$ cat src/rtl/key_mode_pkg.sv
// Shared types and constants for the front-panel key controller.
// Holds the one-hot FSM encoding, key roles and default long-press time.
package key_mode_pkg;

  typedef enum logic [2:0] {
    ST_IDLE      = 3'b001,
    ST_HELD      = 3'b010,
    ST_LONG_HELD = 3'b100
  } state_e;

  localparam int KEY_NEXT = 0;
  localparam int KEY_PREV = 1;
  localparam int KEY_BYP  = 2;
  localparam int KEY_GAIN = 3;

  localparam int LONG_CYCLES_DEF = 50_000_000;

endpackage

$ cat src/rtl/press_timer.sv
// Hold-time counter with a registered threshold flag.
// Ports: clk_i, rst_i (async high), clr_i, en_i, hit_o (count == LONG_CYCLES-1).
module press_timer
  import key_mode_pkg::*;
#(
  parameter int LONG_CYCLES = LONG_CYCLES_DEF
) (
  input  logic clk_i,
  input  logic rst_i,
  input  logic clr_i,
  input  logic en_i,
  output logic hit_o
);

  localparam int CW = $clog2(LONG_CYCLES);
  localparam logic [CW-1:0] PRE_HIT = CW'(LONG_CYCLES - 2);

  logic [CW-1:0] cnt_q, cnt_d;
  logic          hit_q, hit_d;

  // The flag is raised one step early so it is high exactly
  // in the cycle the count sits at LONG_CYCLES-1.
  always_comb begin
    cnt_d = cnt_q;
    hit_d = 1'b0;
    if (clr_i) begin
      cnt_d = '0;
    end else if (en_i) begin
      cnt_d = cnt_q + CW'(1);
      hit_d = (cnt_q == PRE_HIT);
    end
  end

  always_ff @(posedge clk_i or posedge rst_i) begin
    if (rst_i) begin
      cnt_q <= '0;
      hit_q <= 1'b0;
    end else begin
      cnt_q <= cnt_d;
      hit_q <= hit_d;
    end
  end

  assign hit_o = hit_q;

endmodule

$ cat src/rtl/key_mode_ctrl.sv
// Grants one debounced key at a time, classifies short/long presses
// and sequences mode/bypass/gain. Ports: clk, reset, key_flag,
// key_state in; evt_*, mode, bypass, gain, cfg_update, busy out.
module key_mode_ctrl
  import key_mode_pkg::*;
#(
  parameter int NUM_KEYS    = 4,
  parameter int LONG_CYCLES = LONG_CYCLES_DEF,
  parameter int NUM_MODES   = 5,
  parameter int MODE_W      = 3,
  parameter int GAIN_MAX    = 7
) (
  input  logic                clk,
  input  logic                reset,
  input  logic [NUM_KEYS-1:0] key_flag,
  input  logic [NUM_KEYS-1:0] key_state,
  output logic                evt_valid,
  output logic [1:0]          evt_key,
  output logic                evt_long,
  output logic [MODE_W-1:0]   mode,
  output logic                bypass,
  output logic [2:0]          gain,
  output logic                cfg_update,
  output logic                busy
);

  localparam int OW =
    (NUM_KEYS > 4) ? $clog2(NUM_KEYS) : 2;
  localparam logic [MODE_W-1:0] MODE_LAST =
    MODE_W'(NUM_MODES - 1);
  localparam logic [2:0] G_MAX = 3'(GAIN_MAX);
  localparam logic [OW-1:0] K_NEXT = OW'(KEY_NEXT);
  localparam logic [OW-1:0] K_PREV = OW'(KEY_PREV);
  localparam logic [OW-1:0] K_BYP  = OW'(KEY_BYP);
  localparam logic [OW-1:0] K_GAIN = OW'(KEY_GAIN);

  state_e state_q, state_d;
  logic [OW-1:0] owner_q, owner_d;
  logic [OW-1:0] grant_idx;
  logic [NUM_KEYS-1:0] press;
  logic own_rel;
  logic hit;
  logic tmr_clr, tmr_en;
  logic fire, fire_long;

  logic              evt_valid_q;
  logic [1:0]        evt_key_q;
  logic              evt_long_q;
  logic [MODE_W-1:0] mode_q, mode_d;
  logic              byp_q, byp_d;
  logic [2:0]        gain_q, gain_d;
  logic              chg_q, cfg_q;

  assign press   = key_flag & ~key_state;
  assign own_rel = key_flag[owner_q]
                 & key_state[owner_q];

  // Scan high to low so the lowest index wins.
  always_comb begin
    grant_idx = '0;
    for (int i = NUM_KEYS - 1; i >= 0; i--) begin
      if (press[i]) grant_idx = OW'(i);
    end
  end

  press_timer #(
    .LONG_CYCLES(LONG_CYCLES)
  ) u_timer (
    .clk_i (clk),
    .rst_i (reset),
    .clr_i (tmr_clr),
    .en_i  (tmr_en),
    .hit_o (hit)
  );

  always_ff @(posedge clk or posedge reset) begin
    if (reset) begin
      state_q <= ST_IDLE;
      owner_q <= '0;
    end else begin
      state_q <= state_d;
      owner_q <= owner_d;
    end
  end

  always_comb begin
    state_d = state_q;
    owner_d = owner_q;
    unique case (state_q)
      ST_IDLE: begin
        if (|press) begin
          state_d = ST_HELD;
          owner_d = grant_idx;
        end
      end
      ST_HELD: begin
        if (own_rel)  state_d = ST_IDLE;
        else if (hit) state_d = ST_LONG_HELD;
      end
      ST_LONG_HELD: begin
        if (own_rel) state_d = ST_IDLE;
      end
      default: state_d = ST_IDLE;
    endcase
  end

  // Release is checked first so a release on the
  // threshold cycle still counts as a short press.
  always_comb begin
    tmr_clr   = (state_q == ST_IDLE);
    tmr_en    = (state_q == ST_HELD);
    fire      = 1'b0;
    fire_long = 1'b0;
    if (state_q == ST_HELD) begin
      if (own_rel) begin
        fire = 1'b1;
      end else if (hit) begin
        fire      = 1'b1;
        fire_long = 1'b1;
      end
    end
  end

  always_comb begin
    mode_d = mode_q;
    byp_d  = byp_q;
    gain_d = gain_q;
    if (fire) begin
      unique case (1'b1)
        owner_q == K_NEXT:
          mode_d = (fire_long || mode_q == MODE_LAST)
                 ? '0 : mode_q + MODE_W'(1);
        owner_q == K_PREV:
          mode_d = fire_long ? '0
                 : (mode_q == '0) ? MODE_LAST
                 : mode_q - MODE_W'(1);
        owner_q == K_BYP:
          byp_d = fire_long ? 1'b0 : ~byp_q;
        owner_q == K_GAIN:
          gain_d = fire_long ? 3'd0
                 : (gain_q == G_MAX) ? gain_q
                 : gain_q + 3'd1;
        default: ;
      endcase
    end
  end

  // chg_q marks the cycle the new value shows;
  // cfg_q delays that by one for the update pulse.
  always_ff @(posedge clk or posedge reset) begin
    if (reset) begin
      evt_valid_q <= 1'b0;
      evt_key_q   <= '0;
      evt_long_q  <= 1'b0;
      mode_q      <= '0;
      byp_q       <= 1'b0;
      gain_q      <= '0;
      chg_q       <= 1'b0;
      cfg_q       <= 1'b0;
    end else begin
      evt_valid_q <= fire;
      evt_long_q  <= fire_long;
      if (fire) evt_key_q <= 2'(owner_q);
      mode_q <= mode_d;
      byp_q  <= byp_d;
      gain_q <= gain_d;
      chg_q  <= (mode_d != mode_q)
              | (byp_d != byp_q)
              | (gain_d != gain_q);
      cfg_q  <= chg_q;
    end
  end

  assign evt_valid  = evt_valid_q;
  assign evt_key    = evt_key_q;
  assign evt_long   = evt_long_q;
  assign mode       = mode_q;
  assign bypass     = byp_q;
  assign gain       = gain_q;
  assign cfg_update = cfg_q;
  assign busy       = (state_q != ST_IDLE);

endmodule

$ cat config.mk
export PLATFORM = sky130hd
export DESIGN_NAME = key_mode_ctrl
export DESIGN_NICKNAME = d
export VERILOG_FILES = /design/src/rtl/key_mode_pkg.sv /design/src/rtl/press_timer.sv /design/src/rtl/key_mode_ctrl.sv
export SDC_FILE = /design/constraint.sdc
export NUM_CORES = 1
export LEC_CHECK = 0
export CAP_MARGIN = 20
export CORE_MARGIN = 2
export CORE_UTILIZATION = 30
export DETAILED_ROUTE_END_ITERATION = 10
export GPL_ROUTABILITY_DRIVEN = 0
export GPL_TIMING_DRIVEN = 1
export PLACE_DENSITY_LB_ADDON = 0.08
export SYNTH_ARGS = -nofsm -noshare
export SYNTH_HDL_FRONTEND = slang
export SYNTH_SLANG_ARGS = --single-unit
$ cat constraint.sdc
create_clock -name clk -period 2.2 [get_ports clk]
set_input_delay 0.44 -clock clk [delete_from_list [all_inputs] [get_ports clk]]
set_output_delay 0.44 -clock clk [all_outputs]
set_load 0.05 [all_outputs]
==> results of run 1 <==
## metrics by stage
step                hold slack [ns]  setup slack (ns)  power (mW)  utilization  std cells
floorplan                     0.331            0.0106        2.14            -        272
global placement              0.360            0.0574        2.67        0.366        410
detailed placement            0.358            0.0463        2.67        0.366        410
CTS                           0.383             0.130        3.32        0.379        418
global route                  0.393            0.0718        3.52        0.381        418
finish                        0.383             0.156        3.29        0.381        418
## worst max path at each step
stage	slack, ns	cells past startpoint	end
2_1_floorplan	0.01	7	chg_q$_DFF_PP0_
3_3_place_gp	0.06	6	evt_key[1]$_DFFE_PP0P_
3_5_place_dp	0.05	6	evt_key[1]$_DFFE_PP0P_
4_1_cts	0.13	7	chg_q$_DFF_PP0_
5_1_grt	0.07	7	chg_q$_DFF_PP0_
6_report	0.16	1	gain[0]
## synthesized netlist by cell type (2+ instances only)
| master | count |
|---|---|
| nor3_1 | 3 |
| and4_1 | 2 |
| o21bai_1 | 2 |
| a2bb2oi_1 | 2 |
| nand3_2 | 2 |
| nor2_1 | 19 |
| nor3_2 | 2 |
| o211ai_1 | 12 |
| o41ai_1 | 2 |
| or3_1 | 2 |
| a31oi_1 | 3 |
| buf_2 | 6 |
| ha_1 | 6 |
| inv_1 | 8 |
| mux2i_1 | 4 |
| a211oi_1 | 2 |
| and2_1 | 3 |
| mux2_4 | 2 |
| nand3_1 | 15 |
| clkbuf_1 | 5 |
| and3_1 | 2 |
| o21ai_0 | 26 |
| nand2b_1 | 4 |
| a21oi_1 | 9 |
| xnor2_1 | 4 |
| dfrtp_1 | 44 |
| xor2_1 | 2 |
| o31ai_1 | 12 |
| nor2b_1 | 3 |
| nand3b_1 | 2 |
| nand2_1 | 31 |
| nand4_1 | 9 |
## kinds of logic (layout without fill, tap and decap cells)
logic type,Yosys count,in the layout,synth area share
AND/OR/NAND/NOR,109,109,0.230
AO/OA/AOI/OAI,78,78,0.201
flip-flops,45,45,0.445
buffers and inverters,20,61,0.0326
multiplexers,8,8,0.0410
adder cells (fa/ha/maj),6,6,0.0296
XOR/XNOR,6,6,0.0208
## worst register-to-register path: stages (launching register included)
cell and delay (ns):
dfrtp_2 0.41, inv_1 0.12, ha_1 0.28, mux2_2 0.37, a221oi_2 0.32, xnor2_1 0.15
nor2_1 0.06, o2111ai_1 0.17
## metal layers
layer,track usage,routed length [um]
met1,0.198,2930
met2,0.234,2930
met3,0.0258,183
met4,0.0500,80
met5,0,0
## registers in the layout (all words and copies together) (netlist names)
register,count
evt_key,2
evt_long,1
bypass,1
state_q,3
owner_q,2
gain,3
evt_valid,1
cfg_update,1
mode,3
u_timer.hit_o,1
u_timer.cnt_q,26
chg_q,1
## area by class of cell
cell class,count,area [um^2],area share
well taps,105,131,0.0420
clock buffers,6,72.6,0.0232
repair buffers,44,393,0.126
multi-input cells,207,1340,0.427
flip-flops and latches,45,1130,0.361
clock inverters,2,35.0,0.0112
inverters,9,33.8,0.0108
## report_power, final
part / leakage, nW / internal [mW] / total [mW] / switching [mW]
clock: 0.0552 / 0.338 / 0.631 / 0.293
combinational: 0.604 / 0.606 / 1.55 / 0.943
sequential: 0.609 / 0.959 / 1.11 / 0.147
total: 1.27 / 1.90 / 3.29 / 1.38
## what timing repair did
item	4_1_cts	5_1_grt
resized for setup	0	2
endpoints found under the hold margin	0	0
endpoints found under the setup margin	0	1
==> run_results.csv, run 1 <==
group,metric,value,unit
run,drv_cap,0,
global_route,grt_pass1_wl,10100,um
final_layout,fill_cells,856,
floorplan,die-area,9190,um^2
synth,yosysUniqueCellTypes,54,
final_layout,finalNetCount,328,
final_layout,final_cell_mix,"dfrtp_1, nand2_1, o21ai_0",
clocking,clkSinkCount,45,
routing,vias_per_cell,5.11,
worst_setup_path,path_cells,"clkdlybuf4s50_1",
synth,yosys_most_used_dff,"dfrtp_1",
global_route,grt_max_degree,46,
routing,wl_per_cell,14.7,um
worst_setup_path,critical_path_buf_inv_count,1,
routing,drt_iter0_drc,54,
synth,synth_area_leader_cell,"dfrtp_1",
clocking,root_buffer,"clkbuf_8",
pwr,vdd_ir_drop_max,0.000407,V
clocking,cts_buffer_depth,2,
worst_setup_path,crit_required,1.76,ns
worst_setup_path,start_kind,"flip-flop",
clocking,cts_buffers,5,
synth,syn_nets,288,
global_route,grt_pass1_vias,2019,
routing,wl,6130,um
synth,yosys_warnings,0,
timing,setup-violations-final,0,
timing,rsz0062_at_grt,"false",
floorplan,rows,33,
synth,synth.top_cell.area_share,0.435,
min_path,hold_depth,0,
synth,synth-seq-area-share,0.445,
min_path,hp-class,"flip-flop to flip-flop",
worst_setup_path,crit-reg2reg-launch,"mode[0]$_DFF_PP0_",
placed_design,port_buffers,22,
floorplan,core-area,8220,um^2
timing,period_share,0.929,
global_route,grt_overflow,0,
routing,antenna_left,0,
worst_setup_path,ff2ff_setup_slack,0.24,ns
min_path,holdPathEnd,"cfg_update$_DFF_PP0_",
synth,synth_edf_count,0,
worst_setup_path,cp_top_family,"buffers and inverters",
synth,syn_avg_cell_area,9.31,um^2
timing,tightest_slew,0.513,ns
clocking,cts_hold_buf,0,
clocking,h-tree-depth,2,
final_layout,drive_above_1_share,0.160,
routing,drc,0,
synth,ys_seq_elements,45,
worst_setup_path,crit_path_max_fanout,6,
timing,hold_violations,0,
final_layout,area_delta_synth_final,23.6,%
timing,setup_tns,0,ns
floorplan,ios,23,
worst_setup_path,rr_worst_depth,7,
synth,synth_area_leaders,"dfrtp_1, o21ai_0, nand2_1, o211ai_1, o31ai_1",
worst_setup_path,startpoint,"gain[0]$_DFF_PP0_",
synth,synth.cell_area,2530,um^2
synth,synthCells,272,
global_route,grt.total_usage,0.146,
timing,fin_crit,2.04,ns
timing,timing.fmax,0.489,GHz
synth,async_flop_share,1.00,
pwr,leakage,1.27,nW
clocking,clkLatencyLatePin,0.31,ns
timing,drv_slew,0,
worst_setup_path,rr_endpoint,"chg_q$_DFF_PP0_",
clocking,post_cts_buffers,0,
clocking,cts.reportedPaths.clkPinSlew,0.09,ns
worst_setup_path,crit_type,"flip-flop to output pin",
routing,first_pass_iters,4,
worst_setup_path,crit_arrival,1.60,ns
floorplan,die_h,95.9,um
worst_setup_path,critPathSlowestCell,"clkdlybuf4s50_1",
run_status,status,"finished, final reports clean",
placed_design,dp_hpwl,4500,um
clocking,cts_tree,"built",
timing,timing.slew.headroom,0.657,
final_layout,final_common_cell,"dfrtp_1",
global_route,antenna_found_initial,0,
final_layout,design_area,3130,um^2
final_layout,num_antenna_cells,0,
worst_setup_path,end_kind,"output pin",
placed_design,dpl-instance-area,3010,um^2
worst_setup_path,critPathMaxStageDelay,0.84,ns
min_path,min-delay-start,"chg_q$_DFF_PP0_",
floorplan,die_x,95.9,um
pwr,p_per_area,1050,nW/um^2
floorplan,start_util,0.308,
routing,vias,2136,
timing,skew,0.0111,ns
No activity file was read; power rests on OpenSTA's default activity.
==> inputs of run 2 (changes only) <==
ABC_CLOCK_PERIOD_IN_PS = 2200   (was default)
SETUP_SLACK_MARGIN = 0.05   (was default)
==> run_results.csv, run 2 (synthesized netlist as in run 1, its figures left out) <==
group,metric,value,unit
placed_design,dpl-instance-area,3030,um^2
routing,vias_per_cell,5.20,
pwr,power,3.47,mW
timing,rsz0062_at_grt,"false",
pwr,p_per_area,1090,nW/um^2
timing,setup-violations-final,0,
final_layout,fill_cells,834,
final_layout,multi_input_area,1330,um^2
worst_setup_path,crit_arrival,2.25,ns
routing,vias,2185,
clocking,cts_tree,"built",
routing,antenna_left,0,
timing,fin_crit,2.03,ns
floorplan,rows,33,
final_layout,post-route-util,0.386,
timing,hold_violations,0,
clocking,h-tree-depth,2,
worst_setup_path,critPathMaxStageDelay,0.46,ns
global_route,antenna_found_initial,0,
placed_design,dp_hpwl,4400,um
placed_design,port_buffers,22,
worst_setup_path,critical_path_buf_inv_count,1,
clocking,clkLatencyLatePin,0.30,ns
final_layout,drive_above_1_share,0.168,
global_route,grt.total_usage,0.146,
global_route,grt_pass1_vias,2096,
final_layout,design_area,3170,um^2
min_path,hp-class,"flip-flop to flip-flop",
routing,drc,0,
worst_setup_path,start_kind,"flip-flop",
final_layout,final_cell_mix,"dfrtp_1, nand2_1, o21ai_0",
global_route,grt_max_degree,46,
routing,wl_per_cell,14.5,um
clocking,clkSinkCount,45,
final_layout,finalNetCount,330,
floorplan,die_h,95.9,um
worst_setup_path,end_kind,"flip-flop",
global_route,grt_overflow,0,
worst_setup_path,crit_required,2.42,ns
timing,timing.fmax,0.492,GHz
final_layout,area_delta_synth_final,25.1,%
global_route,grt_pass1_wl,10400,um
pwr,leakage,1.30,nW
clocking,root_buffer,"clkbuf_8",
routing,wl,6110,um
timing,setup_tns,0,ns
final_layout,seqCellArea,1130,um^2
routing,drt_iter0_drc,101,
final_layout,final_common_cell,"dfrtp_1",
worst_setup_path,critPathSlowestCell,"a311oi_1",
worst_setup_path,cp_top_family,"compound AO/OA/AOI/OAI gates",
run,drv_cap,0,
worst_setup_path,crit_type,"flip-flop to flip-flop",
routing,first_pass_iters,6,
timing,period_share,0.925,
pwr,vdd_ir_drop_max,0.000272,V
floorplan,start_util,0.308,
timing,hold_slack,0.361,ns
timing,tightest_slew,0.516,ns
clocking,cts_buffers,5,
worst_setup_path,path_cells,"inv_1, ha_1, or3_1, a311oi_1, xnor2_1, nor2_1, o2111ai_1",
run_status,status,"finished, final reports clean",
worst_setup_path,crit_path_max_fanout,6,
floorplan,die_x,95.9,um
floorplan,die-area,9190,um^2
clocking,cts.reportedPaths.clkPinSlew,0.09,ns
timing,drv_slew,0,
timing,skew,0.00349,ns
clocking,cts_hold_buf,0,
final_layout,regMostFlops,"u_timer.cnt_q",
floorplan,core-area,8220,um^2
timing,timing.slew.headroom,0.655,
clocking,cts_buffer_depth,2,
final_layout,largest_reg_flops,26,
floorplan,ios,23,
final_layout,num_antenna_cells,0,
[run 2: changes by cell type in the layout (fill, tap and decap cells not counted), sizes merged]
| cell | delta |
|---|---|
| buf | +2 |
| bufinv | +1 |
| clkbuf | -1 |
| clkdlybuf4s50 | -1 |
| dlymetal6s2s | +1 |
[run 2: final cells by class]
| type | instances | share of cell area |
|---|---|---|
| multi-input cells | 207 | 0.419 |
| flip-flops and latches | 45 | 0.357 |
| repair buffers | 46 | 0.130 |
| well taps | 105 | 0.0415 |
| clock buffers | 5 | 0.0217 |
| clock inverters | 3 | 0.0205 |
| inverters | 9 | 0.0107 |
[run 2: layer usage]
metal,wire [um],track usage,part of all wire
met1,2930,0.199,0.48
met5,0,0,0
met2,2880,0.236,0.47
met4,78,0.0429,0.013
met3,224,0.0290,0.037
[run 2: final timing paths]
check / startpoint / endpoint / slack (ns) / cells past startpoint
max: mode[0]$_DFF_PP0_ / chg_q$_DFF_PP0_ / 0.17 / 7
min: chg_q$_DFF_PP0_ / cfg_update$_DFF_PP0_ / 0.36 / 0
max reg2reg: mode[0]$_DFF_PP0_ / chg_q$_DFF_PP0_ / 0.17 / 7
min reg2reg: chg_q$_DFF_PP0_ / cfg_update$_DFF_PP0_ / 0.36 / 0
max in group asynchronous: reset / state_q[0]$_DFFE_PP1P_ / 1.44 / 3
min in group asynchronous: reset / u_timer.cnt_q[22]$_DFFE_PP0N_ / 0.49 / 3
[run 2: what timing repair did]
action / in CTS / in global routing
setup buffers: 0 / 0
gates resized for setup: 0 / 2
endpoints found under the setup margin: 0 / 2
[run 2: through the flow]
step	setup slack [ns]	instances
4_1_cts	0.0502	420
6_report	0.166	420
5_1_grt	0.0555	420
3_5_place_dp	0.0526	412
2_1_floorplan	0.164	272
3_3_place_gp	0.0576	412
[run 2: worst reg2reg max path: cells and delay by family, from the launching register on]
family | cells | cell delay, ns
AND/OR/NAND/NOR | 2 | 0.43
flip-flops | 1 | 0.36
adder cells (fa/ha/maj) | 1 | 0.28
buffers and inverters | 1 | 0.08
AO/OA/AOI/OAI | 2 | 0.63
XOR/XNOR | 1 | 0.17
[run 2: where the power goes]
part	total, mW	internal, mW	leakage (nW)	switching, mW
clock	0.752	0.452	0.0681	0.300
combinational	1.60	0.644	0.629	0.960
sequential	1.11	0.960	0.608	0.152
total	3.47	2.06	1.30	1.41
